### src/rtl/shr_scan_sequencer.sv
// ---------------------------------------------------------------------------
// shr_scan_sequencer
//
// Deterministic, abortable frame controller for a serial shift-register chain.
// One frame is a SYNC preamble (syn high), NBITS data bits clocked out MSB
// first on din/clk, and a quiet tail period. The chain's serial return (dout)
// is sampled on every serial-clock rising edge and the assembled frame is
// published in cap_reg once the frame completes.
//
// Ports:
//   clk_in   - system clock, the only clock of this block
//   rst      - synchronous, active-high reset
//   trig     - start request (level; rising edge starts a frame)
//   dump     - abort request (level; rising edge aborts a running frame)
//   data_reg - pattern to shift out, MSB first
//   dout     - serial return from the chain
//   clk      - serial clock to the chain
//   din      - serial data to the chain
//   syn      - frame sync to the chain
//   busy     - high whenever a frame is in progress
//   done     - one-cycle pulse when a frame completes
//   aborted  - one-cycle pulse when a frame is aborted
//   cap_reg  - last completed captured frame (first captured bit in the MSB)
//   bit_cnt  - number of bits shifted in the current/last frame
//
// Every output is a flop; no input reaches an output combinationally.
// ---------------------------------------------------------------------------
module shr_scan_sequencer #(
   parameter int NBITS    = 491,
   parameter int DIV      = 4,
   parameter int SYNC_LEN = 2,
   parameter int CW       = 9
) (
   input  logic             clk_in,
   input  logic             rst,
   input  logic             trig,
   input  logic             dump,
   input  logic [NBITS-1:0] data_reg,
   input  logic             dout,
   output logic             clk,
   output logic             din,
   output logic             syn,
   output logic             busy,
   output logic             done,
   output logic             aborted,
   output logic [NBITS-1:0] cap_reg,
   output logic [CW-1:0]    bit_cnt
);

   // Divider counts clk_in cycles within one serial half period.
   localparam int DW = (DIV > 1) ? $clog2(DIV) : 1;
   // Half-period counter covers the SYNC preamble (2*SYNC_LEN halves) and
   // the two halves of the tail.
   localparam int HW = (2 * SYNC_LEN > 2) ? $clog2(2 * SYNC_LEN) : 1;

   localparam logic [DW-1:0] DIV_LAST       = DW'(DIV - 1);
   localparam logic [HW-1:0] SYNC_HALF_LAST = HW'(2 * SYNC_LEN - 1);
   localparam logic [HW-1:0] TAIL_HALF_LAST = HW'(1);
   localparam logic [CW-1:0] BIT_LAST       = CW'(NBITS - 1);

   typedef enum logic [1:0] {
      IDLE  = 2'd0,
      SYNC  = 2'd1,
      SHIFT = 2'd2,
      TAIL  = 2'd3
   } state_t;

   state_t           state;
   logic [DW-1:0]    div_cnt;
   logic [HW-1:0]    half_cnt;
   logic             phase_hi;
   logic [NBITS-1:0] sh;
   logic [NBITS-1:0] cap_sh;

   logic             trig_q;
   logic             trig_prev;
   logic             dump_q;
   logic             dump_prev;
   logic             trig_edge;
   logic             dump_edge;

   // Requests are registered once and compared with their previous sample,
   // so a level held high produces exactly one edge.
   assign trig_edge = trig_q & ~trig_prev;
   assign dump_edge = dump_q & ~dump_prev;

   // Single frame controller. Outputs are assigned together with the state
   // transition so that they describe the cycle being entered; this keeps
   // every output registered while still lining up with the state.
   always_ff @(posedge clk_in) begin
      if (rst) begin
         state     <= IDLE;
         div_cnt   <= '0;
         half_cnt  <= '0;
         phase_hi  <= 1'b0;
         sh        <= '0;
         cap_sh    <= '0;
         trig_q    <= 1'b0;
         trig_prev <= 1'b0;
         dump_q    <= 1'b0;
         dump_prev <= 1'b0;
         clk       <= 1'b0;
         din       <= 1'b0;
         syn       <= 1'b0;
         busy      <= 1'b0;
         done      <= 1'b0;
         aborted   <= 1'b0;
         cap_reg   <= '0;
         bit_cnt   <= '0;
      end else begin
         trig_q    <= trig;
         trig_prev <= trig_q;
         dump_q    <= dump;
         dump_prev <= dump_q;
         done      <= 1'b0;
         aborted   <= 1'b0;

         if (state != IDLE && dump_edge) begin
            // Abort wins over any progress in the same cycle; the partial
            // capture is dropped and bit_cnt keeps its value.
            state    <= IDLE;
            div_cnt  <= '0;
            half_cnt <= '0;
            phase_hi <= 1'b0;
            clk      <= 1'b0;
            din      <= 1'b0;
            syn      <= 1'b0;
            busy     <= 1'b0;
            aborted  <= 1'b1;
         end else begin
            case (state)
               IDLE: begin
                  // A start coinciding with an abort request is ignored.
                  if (trig_edge && !dump_edge) begin
                     state    <= SYNC;
                     sh       <= data_reg;
                     cap_sh   <= '0;
                     bit_cnt  <= '0;
                     div_cnt  <= '0;
                     half_cnt <= '0;
                     phase_hi <= 1'b0;
                     busy     <= 1'b1;
                     syn      <= 1'b1;
                     clk      <= 1'b0;
                     din      <= data_reg[NBITS-1];
                  end
               end

               SYNC: begin
                  din <= sh[NBITS-1];
                  if (div_cnt == DIV_LAST) begin
                     div_cnt <= '0;
                     if (half_cnt == SYNC_HALF_LAST) begin
                        state    <= SHIFT;
                        half_cnt <= '0;
                        phase_hi <= 1'b0;
                        syn      <= 1'b0;
                     end else begin
                        half_cnt <= half_cnt + HW'(1);
                     end
                  end else begin
                     div_cnt <= div_cnt + DW'(1);
                  end
               end

               SHIFT: begin
                  // dout is taken in the first cycle after the serial clock
                  // rises, giving the chain a full clk_in cycle to settle.
                  if (phase_hi && div_cnt == '0) begin
                     cap_sh <= {cap_sh[NBITS-2:0], dout};
                  end
                  if (div_cnt == DIV_LAST) begin
                     div_cnt <= '0;
                     if (!phase_hi) begin
                        phase_hi <= 1'b1;
                        clk      <= 1'b1;
                     end else begin
                        // End of a bit: advance the pattern and the count.
                        phase_hi <= 1'b0;
                        clk      <= 1'b0;
                        sh       <= {sh[NBITS-2:0], 1'b0};
                        bit_cnt  <= bit_cnt + CW'(1);
                        if (bit_cnt == BIT_LAST) begin
                           state    <= TAIL;
                           half_cnt <= '0;
                           din      <= 1'b0;
                        end else begin
                           din <= sh[NBITS-2];
                        end
                     end
                  end else begin
                     div_cnt <= div_cnt + DW'(1);
                  end
               end

               TAIL: begin
                  if (div_cnt == DIV_LAST) begin
                     div_cnt <= '0;
                     if (half_cnt == TAIL_HALF_LAST) begin
                        // Publish the frame; busy falls as done rises.
                        state    <= IDLE;
                        half_cnt <= '0;
                        busy     <= 1'b0;
                        done     <= 1'b1;
                        cap_reg  <= cap_sh;
                     end else begin
                        half_cnt <= half_cnt + HW'(1);
                     end
                  end else begin
                     div_cnt <= div_cnt + DW'(1);
                  end
               end

               default: begin
                  state <= IDLE;
                  busy  <= 1'b0;
                  clk   <= 1'b0;
                  din   <= 1'b0;
                  syn   <= 1'b0;
               end
            endcase
         end
      end
   end

endmodule

### config.mk
export PLATFORM = sky130hd
export DESIGN_NAME = shr_scan_sequencer
export DESIGN_NICKNAME = d
export VERILOG_FILES = /design/src/rtl/shr_scan_sequencer.sv
export SDC_FILE = /design/constraint.sdc
export NUM_CORES = 2
export LEC_CHECK = 0
export CAP_MARGIN = 10
export CORE_AREA = 5 5 391 393
export DETAILED_ROUTE_END_ITERATION = 8
export DIE_AREA = 0 0 396 398
export DONT_BUFFER_PORTS = 1
export PLACE_DENSITY = 0.62
export SYNTH_ARGS = -nofsm -noshare
export SYNTH_HDL_FRONTEND = slang
export SYNTH_SLANG_ARGS = --single-unit
### constraint.sdc
create_clock -name clk_in -period 3.9 [get_ports clk_in]
set_input_delay 0.39 -clock clk_in [delete_from_list [all_inputs] [get_ports clk_in]]
set_output_delay 0.39 -clock clk_in [all_outputs]
set_load 0.1 [all_outputs]
==> results.md <==
| Metric | This run |
| --- | --- |
| Fraction of layout cells with a size suffix above 1 | 0.0495 |
| Async set-reset flop share out of synthesis | 0 |
| Vias per inst | 5.35 |
| Antenna viol nets, final | 0 |
| Number of input and output port buffers inserted | 0 |
| Worst Setup End Kind | register |
| Aggregate global-route resource usage | 0.222 |
| HPWL reported at the end of detailed placement | 109 mm |
| Max-slew violation total from the final report | 0 |
| Kind of critical path | register to register |
| Top-level I/O count | 1002 |
| Die width | 396 µm |
| First-pass GRT wire length | 282 mm |
| DRC marker count from the first detailed-route iteration | 3805 |
| Instance area after placement | 57700 µm² |
| Initial antenna violation count | 27 |
| Total clock sinks | 1499 |
| Worst-case clock skew | 46.2 ps |
| Gate count after technology mapping | 6656 |
| Full die area | 158000 µm² |
| Post-Layout Inst Area | 71600 µm² |
| Clock buffer depth | 3 |
| Final non-filler cell total | 9238 |
| Worst Max-Slew Pin Slew | 1190 ps |
| Initial core utilization | 0.382 |
| Routed WL | 185 mm |
| Post-DR wirelength/cell | 20.0 µm |
| Setup total negative slack | 0 ps |
| Clock latency reported for the late side of the worst-skew pair | 780 ps |
| Total number of vias | 49.5k |
| Final Hold Slack | 54.3 ps |
| Hold Vio Cnt, Final | 0 |
| Finish-stage setup viols | 0 |
| DRT Pass-1 Iters | 5 |
| LEAKAGE | 24.0 nW |
| Worst slew slack as a fraction of its limit | 0.205 |
| Seq/Total Area, Yosys | 0.527 |
| Number of enable-type register cells in the synthesized netlist | 0 |
| Worst R2R Setup Slack | 310 ps |
| Maximum fanout along the worst path | 115 |
| TritonCTS clock tree | yes |
| Number of buffers created by CTS | 159 |
| Clock slew seen by the registers of the worst setup and hold paths | 60 ps |
| Crit path time final | 3590 ps |
| Remaining routing DRC violations | 0 |
| Warning count from the yosys run | 0 |
| Total power per unit cell area | 532 nW/µm² |
| Site row count | 142 |
| Global placement routability congestion | 0.856 |
| Crit path launch type | register |
| Standard cell core area | 149000 µm² |
| CTS root buf | sky130_fd_sc_hd__clkbuf_16 |
| Count of cell types in the netlist | 37 |
| Crit path arrival time | 4300 ps |
| Pin count of the biggest net entering global routing | 486 |
| Via count of the first global-routing pass | 48.4k |
| Number of max-capacitance violations reported | 0 |
| Least setup slack across all paths after layout | 313 ps |
| Syn Nets | 7163 |
| Maximum vdd ir drop | 0.366 mV |
| Unrepaired setup endpoints after global routing | false |
| Flip-flop cell with the highest count after synthesis | sky130_fd_sc_hd__dfxtp_1 |
| DIE HEIGHT | 398 µm |
| Layout area overhead | 25.9% |
| Utilization after layout | 0.480 |
| Data required time of the worst path | 4620 ps |
| Seq cells post-synth | 1499 |
| Total overflow reported by the global router | 0 |
| Number of cells in the design after placement | 8085 |
| Hold WC Path Type | input pin to register |
| Post-CTS setup-driven buffer insertion count | 0 |
| Pre-CTS setup slack | 939 ps |
| Final period utilization | 0.920 |
| Result of the run | complete, no violations |
| Filler cells | 13.7k |
| Layout net count | 7655 |
| H-tree Lvls | 4 |
| Cell area after synthesis | 56900 µm² |
| Max Freq | 279 MHz |
| Total power after layout | 38.1 mW |
| Synthesized area per cell | 8.55 µm² |
[critical path: stages, from the launching register on]
cell and delay, ps:
sky130_fd_sc_hd__dfxtp_1 330, sky130_fd_sc_hd__inv_1 140, sky130_fd_sc_hd__ha_1 450, sky130_fd_sc_hd__nand3b_1 320, sky130_fd_sc_hd__a211oi_4 380, sky130_fd_sc_hd__buf_12 230
sky130_fd_sc_hd__buf_4 210, sky130_fd_sc_hd__buf_12 350, sky130_fd_sc_hd__nor2_1 100, sky130_fd_sc_hd__a211oi_1 260, sky130_fd_sc_hd__dlygate4sd3_1 600
[metal layers]
metal | vias to the layer above | GRT usage | share of wire
met5 | - | 0 | 0.00014
met1 | 23600 | 0.263 | 0.40
met3 | 421 | 0.0625 | 0.078
met4 | 4 | 0.0964 | 0.044
met2 | 1677 | 0.376 | 0.48
li1 | 23800 | - | -
[power by group]
group          internal (mW)  total [mW]  switching [mW]
registers               16.3        17.0           0.691
clock network           8.68        15.2            6.53
logic                   2.42        5.93            3.51
[cell usage after synthesis (2+ instances only)]
cell | count | share of area
sky130_fd_sc_hd__nand2b_1 | 3 | 0.00033
sky130_fd_sc_hd__mux2i_1 | 492 | 0.087
sky130_fd_sc_hd__or2_2 | 3 | 0.00033
sky130_fd_sc_hd__ha_1 | 11 | 0.0024
sky130_fd_sc_hd__o211ai_1 | 2 | 0.00026
sky130_fd_sc_hd__inv_1 | 13 | 0.00086
sky130_fd_sc_hd__nand4_1 | 4 | 0.00044
sky130_fd_sc_hd__buf_2 | 129 | 0.011
sky130_fd_sc_hd__nor2_1 | 510 | 0.034
sky130_fd_sc_hd__a211oi_1 | 495 | 0.065
sky130_fd_sc_hd__buf_6 | 31 | 0.0061
sky130_fd_sc_hd__buf_1 | 12 | 0.00079
sky130_fd_sc_hd__xor2_1 | 3 | 0.00046
sky130_fd_sc_hd__xnor2_1 | 5 | 0.00077
sky130_fd_sc_hd__nor4_1 | 3 | 0.00033
sky130_fd_sc_hd__o21ai_0 | 5 | 0.00044
sky130_fd_sc_hd__clkbuf_1 | 419 | 0.028
sky130_fd_sc_hd__buf_4 | 15 | 0.0020
sky130_fd_sc_hd__dfxtp_1 | 1499 | 0.53
sky130_fd_sc_hd__nand2_1 | 1487 | 0.098
sky130_fd_sc_hd__nor3_1 | 7 | 0.00062
sky130_fd_sc_hd__nand3_1 | 498 | 0.044
sky130_fd_sc_hd__nor2b_1 | 6 | 0.00066
sky130_fd_sc_hd__a21oi_1 | 991 | 0.087
[cell usage in the layout, fill, tap and decap left out, types with 4 or more instances in the layout]
master,count
sky130_fd_sc_hd__nand3_1,498
sky130_fd_sc_hd__nor2_1,509
sky130_fd_sc_hd__nor2b_1,6
sky130_fd_sc_hd__a21oi_1,991
sky130_fd_sc_hd__xnor2_1,5
sky130_fd_sc_hd__inv_1,13
sky130_fd_sc_hd__clkinvlp_4,9
sky130_fd_sc_hd__inv_6,5
sky130_fd_sc_hd__nand2_1,1487
sky130_fd_sc_hd__inv_16,4
sky130_fd_sc_hd__a211oi_1,495
sky130_fd_sc_hd__ha_1,10
sky130_fd_sc_hd__diode_2,25
sky130_fd_sc_hd__clkinv_16,5
sky130_fd_sc_hd__clkbuf_16,160
sky130_fd_sc_hd__buf_4,64
sky130_fd_sc_hd__clkinv_2,29
sky130_fd_sc_hd__o21ai_0,5
sky130_fd_sc_hd__clkbuf_1,30
sky130_fd_sc_hd__clkbuf_8,31
sky130_fd_sc_hd__bufinv_16,7
sky130_fd_sc_hd__buf_16,7
sky130_fd_sc_hd__buf_12,28
sky130_fd_sc_hd__nand4_1,4
sky130_fd_sc_hd__dfxtp_1,1499
sky130_fd_sc_hd__dlygate4sd3_1,838
sky130_fd_sc_hd__mux2i_1,492
sky130_fd_sc_hd__nor3_1,7
[path summary, 6_finish.rpt]
kind                      start      endpoint  depth (start not counted)
setup / recovery       state[0]       sh[334]                         10
hold / removal    data_reg[362]       sh[362]                          2
setup reg to reg       state[0]       sh[334]                         10
hold reg to reg     cap_sh[239]  cap_reg[239]                          2
[final cells by class]
class / count / area (µm²) / share of cell area
Sequential cell: 1499 / 30000 / 0.419
Multi-Input combinational cell: 4538 / 24200 / 0.337
Timing Repair Buffer: 937 / 9620 / 0.134
Clock buffer: 221 / 4540 / 0.0634
Tap cell: 1944 / 2430 / 0.0340
Clock inverter: 61 / 722 / 0.0101
Antenna cell: 25 / 62.6 / 0.000874
Inverter: 13 / 48.8 / 0.000681
[cell families (layout without fill, tap and decap cells)]
logic type | count (synthesis) | after routing | synth area share
mux | 492 | 492 | 0.0866
other cells | 0 | 25 | 0
xor+xnor | 8 | 8 | 0.00123
buf+inv | 619 | 1232 | 0.0488
fa+ha+maj | 11 | 11 | 0.00242
compound gates | 1503 | 1503 | 0.155
simple gates | 2524 | 2524 | 0.179
flops | 1499 | 1499 | 0.527
[what timing repair did]
item,in CTS,in global routing
resized for setup,0,0
hold buffers,846,0
endpoints found under the hold margin,781,0
(Power assumes the default switching activity.)
